## config.mk

```make
export PLATFORM = sky130hd
export DESIGN_NAME = encapsulation
export DESIGN_NICKNAME = d
export VERILOG_FILES = /design/src/rtl/encapsulation.sv
export SDC_FILE = /design/constraint.sdc
export NUM_CORES = 1
export LEC_CHECK = 0
export ABC_AREA = 1
export CAP_MARGIN = 20
export CORE_ASPECT_RATIO = 1.4
export CORE_MARGIN = 2
export CORE_UTILIZATION = 43
export DETAILED_ROUTE_END_ITERATION = 7
export MAX_ROUTING_LAYER = met4
export PLACE_DENSITY_LB_ADDON = 0.25
export SYNTH_ARGS = -nofsm -noshare
export SYNTH_HDL_FRONTEND = slang
export SYNTH_SLANG_ARGS = --single-unit
```

## constraint.sdc

```tcl
create_clock -name clk -period 3.3 [get_ports clk]
set_clock_uncertainty 0.2 [all_clocks]
set_input_delay 0.825 -clock clk [delete_from_list [all_inputs] [get_ports clk]]
set_output_delay 0.825 -clock clk [all_outputs]
set_load 0.02 [all_outputs]
```

## src/rtl/encapsulation.sv

```systemverilog
// Transmit-side framer for the ICAP serial link.
// Payload bytes are queued in a FIFO; on request one frame is emitted to the
// UART transmitter: flag, address, DLC, DLC data bytes, flag.
// Optional feature macro: ENCAP_AUTOSEND_EN -- when defined, a frame starts
// on its own as soon as the FIFO is full while idle.
//
// state  | meaning
// S_IDLE | waiting for send (or a full FIFO with autosend)
// S_SOF  | presenting the start flag
// S_ADDR | presenting the latched address
// S_DLC  | presenting the latched byte count
// S_DATA | presenting FIFO head, one pop per accepted byte
// S_EOF  | presenting the end flag
module encapsulation #(
    parameter logic [7:0] flag_byte = 8'h7E,
    parameter int         DEPTH     = 16
) (
    input  logic       clk,
    input  logic       rstn,
    input  logic [7:0] wr_data,
    input  logic       wr_en,
    output logic       fifo_full,
    output logic       overflow,
    input  logic [7:0] frame_addr,
    input  logic       send,
    output logic       busy,
    output logic       frame_done,
    output logic [7:0] data_tx,
    output logic       new_data_tx,
    input  logic       tx_ready
);

    localparam int AW = $clog2(DEPTH);
    localparam logic [AW:0] FULL_CNT = DEPTH[AW:0];

    typedef enum logic [2:0] {
        S_IDLE,
        S_SOF,
        S_ADDR,
        S_DLC,
        S_DATA,
        S_EOF
    } state_t;

    state_t      state;
    state_t      state_nxt;
    logic [7:0]  mem [DEPTH];
    logic [AW:0] wr_ptr;
    logic [AW:0] rd_ptr;
    logic [AW:0] count;
    logic [7:0]  addr_r;
    logic [7:0]  dlc_r;
    logic [7:0]  remaining;
    logic        push;
    logic        pop;
    logic        start;

    assign count     = wr_ptr - rd_ptr;
    assign fifo_full = (count == FULL_CNT);
    assign push      = wr_en && !fifo_full;
    assign overflow  = wr_en && fifo_full;
    assign pop       = (state == S_DATA) && tx_ready;

`ifdef ENCAP_AUTOSEND_EN
    // A full FIFO while idle behaves exactly like a send pulse.
    assign start = (state == S_IDLE) && (send || fifo_full);
`else
    assign start = (state == S_IDLE) && send;
`endif

    // State register
    always_ff @(posedge clk) begin
        if (!rstn) state <= S_IDLE;
        else       state <= state_nxt;
    end

    // FIFO pointers; the extra wrap bit distinguishes full from empty
    always_ff @(posedge clk) begin
        if (!rstn) begin
            wr_ptr <= '0;
            rd_ptr <= '0;
        end else begin
            if (push) wr_ptr <= wr_ptr + 1'b1;
            if (pop)  rd_ptr <= rd_ptr + 1'b1;
        end
    end

    // FIFO storage
    always_ff @(posedge clk) begin
        if (rstn && push) mem[wr_ptr[AW-1:0]] <= wr_data;
    end

    // Frame header capture and data byte countdown
    always_ff @(posedge clk) begin
        if (!rstn) begin
            addr_r    <= 8'h00;
            dlc_r     <= 8'h00;
            remaining <= 8'h00;
        end else if (start) begin
            // count excludes any write landing this cycle, so it stays queued
            addr_r    <= frame_addr;
            dlc_r     <= 8'(count);
            remaining <= 8'(count);
        end else if (pop) begin
            remaining <= remaining - 8'd1;
        end
    end

    // Next state and byte presentation; a transfer is new_data_tx && tx_ready
    always_comb begin
        state_nxt   = state;
        new_data_tx = 1'b0;
        data_tx     = 8'h00;
        frame_done  = 1'b0;
        busy        = 1'b1;
        case (state)
            S_IDLE: begin
                busy = 1'b0;
                if (start) state_nxt = S_SOF;
            end
            S_SOF: begin
                new_data_tx = 1'b1;
                data_tx     = flag_byte;
                if (tx_ready) state_nxt = S_ADDR;
            end
            S_ADDR: begin
                new_data_tx = 1'b1;
                data_tx     = addr_r;
                if (tx_ready) state_nxt = S_DLC;
            end
            S_DLC: begin
                new_data_tx = 1'b1;
                data_tx     = dlc_r;
                if (tx_ready) state_nxt = (dlc_r != 8'h00) ? S_DATA : S_EOF;
            end
            S_DATA: begin
                new_data_tx = 1'b1;
                data_tx     = mem[rd_ptr[AW-1:0]];
                if (tx_ready && remaining == 8'd1) state_nxt = S_EOF;
            end
            S_EOF: begin
                new_data_tx = 1'b1;
                data_tx     = flag_byte;
                if (tx_ready) begin
                    frame_done = 1'b1;
                    state_nxt  = S_IDLE;
                end
            end
            default: state_nxt = S_IDLE;
        endcase
    end

endmodule

```

==> results.md <==
* Layout net count at 826
* Root Driver: clkbuf_16
* Die W at 114.3 um
* Longest Clk Path Bufs at 2
* Initial core utilization at 43.72%
* Worst path arrival time at 2170 ps
* Crit start category: input port
* Grt ovf at 0
* Post-Place Worst Slack at 73.43 ps
* Critical Path RT at 2270 ps
* Final Worst Setup Slack at 102.1 ps
* Final wirelength at 17630 um
* Finished Layout Cells at 1009
* Most frequent cells in the layout: nor2_1, edfxtp_1, nand2_1
* Syn avg cell area at 9.960 um^2
* CTS tree: done
* Per-cell routed wire length at 17.47 um
* Top Ports at 34
* Initial DRC count at 333
* Final setup fails at 0
* Inserted Diodes at 0
* Post-Syn Area at 7321 um^2
* Seq cells post-synth at 166
* Post-synth top area share at 52.50%
* Fin util at 51.54%
* Synth Instances at 735
* Crit-path leading delay family: buffers and inverters
* Die Height at 158.4 um
* CP bufs+invs at 3
* Antenna viol nets, final at 0
* Pwr dens at 604.9 nW/um^2
* CP max stage delay at 630 ps
* # fillers at 1473
* Max-slew headroom at 57.01%
* Number of global-route vias before repair at 5307
* Clock transition at path regs at 60 ps
* Synth top area cells: edfxtp_1, dfxtp_1, nor2_1, nand2_1, nand3_1
* Clk_lat worst skew at 410 ps
* Inst Count DP at 977
* Crit Path Max Fanout at 2
* Drt via density at 5.315
* Final Hold Fails at 0
* Final worst-path cycle share at 96.90%
* RSZ-0062 raised after global routing: no
* Initial DRT Pass Iterations at 7
* Library cells used by synthesis at 35
* Largest net degree at the start of global routing at 34
* Mapped Nets at 768
* Max Freq at 0.3127 GHz
* WS Path Type: input port to output pin
* Sink Count at 166
* HP Class: register to register
* Peak supply drop at 0.4083 mV
* Commonest non-fill, non-tap cell in the layout: nor2_1
* Yosys warnings at 0
* Cts bufs inserted at 17
* First-pass GRT wire length at 28010 um
* CP Capture Type: output pin
* R2R Setup Slk at 500 ps
* Min Tclk post-route at 3198 ps
* Post-CTS setup buffers at 0
* Fraction of layout cells with a size suffix above 1 at 11.29%
* Crit-path most repeated cell: clkdlybuf4s50_1
* Worst Tran Pin Value at 642.9 ps
* Max Cap Viol at 0
* Cell Rows at 56
* Run status: completed
* Via count at 5363
* Buffers on Ports at 33
* All-Layer GR Usage at 21.19%
* Core footprint at 16750 um^2
* Hold buffers post-CTS at 0
* Static Leak at 3.214 nW
* Crit-path cells: clkdlybuf4s50_1 > inv_1 > nor3_1 > clkdlybuf4s50_1
* Post-synth top area cell: edfxtp_1
* Full die area at 18100 um^2
* Slowest cell on crit path: clkdlybuf4s50_1
* Final Slew Violations at 0
* Setup TNS at 0 ps
* H-tree depth at 4
* Drt drc at 0
* Register area share after synthesis at 62.90%
* Final Wtd Congestion at 0.8784
* Hpwl dp at 12160 um
* Initial antenna violation count at 0
* Area grow syn2layout at 17.89%
## cell usage after synthesis
cell type,n
nor2_1,153
edfxtp_1,128
nand2_1,109
nand3_1,60
o21ai_0,56
inv_1,48
dfxtp_1,38
a21oi_1,30
o21ai_1,20
clkbuf_1,13
buf_2,12
ha_1,11
o211ai_1,10
a221oi_1,4
buf_6,4
inv_2,4
a31oi_1,3
nand4_1,3
nor2_4,3
nor3_1,3
o22ai_1,3
xor2_1,3
buf_4,2
nand2_4,2
nand3_2,2
nor4_1,2
buf_1,1
clkinv_1,1
fa_1,1
inv_6,1
nand2_8,1
nand3_4,1
nor2_2,1
nor3_4,1
o21a_1,1
## kinds of logic (layout without fill, tap and decap cells)
kind of cell | count (synthesis) | after routing | share of synthesized area (%)
compound gates | 127 | 127 | 9.366
simple gates | 341 | 341 | 20.03
flops | 166 | 166 | 62.90
xor+xnor | 3 | 3 | 0.3590
buf+inv | 86 | 157 | 5.195
fa+ha+maj | 12 | 12 | 2.153
## worst paths after layout
kind,from,endpoint,depth (start not counted)
hold / removal,addr_r[5],addr_r[5],2
setup reg to reg,wr_ptr[0],mem[1][7],11
hold reg to reg,addr_r[5],addr_r[5],2
setup / recovery,tx_ready,frame_done,4
## per-stage QoR
| step | total power, mW | hold slack (ps) | cell area (um^2) |
|---|---|---|---|
| final | 5.221 | 246.6 | 8631 |
| after detailed placement | 3.326 | 240.9 | 8044 |
| after global placement | 3.301 | 235.0 | 8044 |
| after CTS | 5.259 | 250.0 | 8638 |
| after floorplan | 2.981 | 224.0 | 7321 |
| after global routing | 5.431 | 264.9 | 8631 |
## what timing repair did
action                     4_1_cts  5_1_grt
gates resized for setup         16       18
pin swaps                        0        0
setup endpoints to repair       10       10
## state kept, by name, indices dropped and copies added (netlist names), named ones only
signal	count
mem	128
rd_ptr	5
addr_r	8
state	3
dlc_r	5
wr_ptr	5
remaining	8
## layout make-up
type                    instances  area (um^2)  area share (%)
clock buffers                  18        429.2           4.972
clock inverters                14        160.2           1.856
inverters                      54        212.7           2.464
multi-input cells             483         2338           27.09
flip-flops and latches        166         4611           53.42
well taps                     203        254.0           2.943
repair buffers                 71        625.6           7.248
## power by group
group          internal, mW  total (mW)  switching, mW
Sequential             2.32        2.37         0.0519
Combinational         0.310       0.877          0.567
Clock                  1.18        1.97          0.787
Total                  3.82        5.22           1.41
## worst register-to-register path, cell delays in order, from the launching register on
cell	delay, ps
dfxtp_1	310
inv_1	70
ha_1	140
inv_1	60
fa_1	400
xor2_1	230
nor2_1	80
nand3_2	90
buf_4	180
nand3_2	240
nor2_1	280
buf_4	230
## metal layers
| layer | vias to the layer above | part of all wire [%] | global-route usage [%] | wire length (um) |
|---|---|---|---|---|
| met3 | 26 | 3.2 | 3.616 | 565 |
| met2 | 121 | 55 | 38.24 | 9634 |
| met1 | 2590 | 40 | 23.55 | 7017 |
| met5 | - | 0 | - | 0 |
| met4 | 0 | 2.3 | 7.607 | 414 |
| li1 | 2626 | - | - | - |
Power figures use the tool's default switching activity.
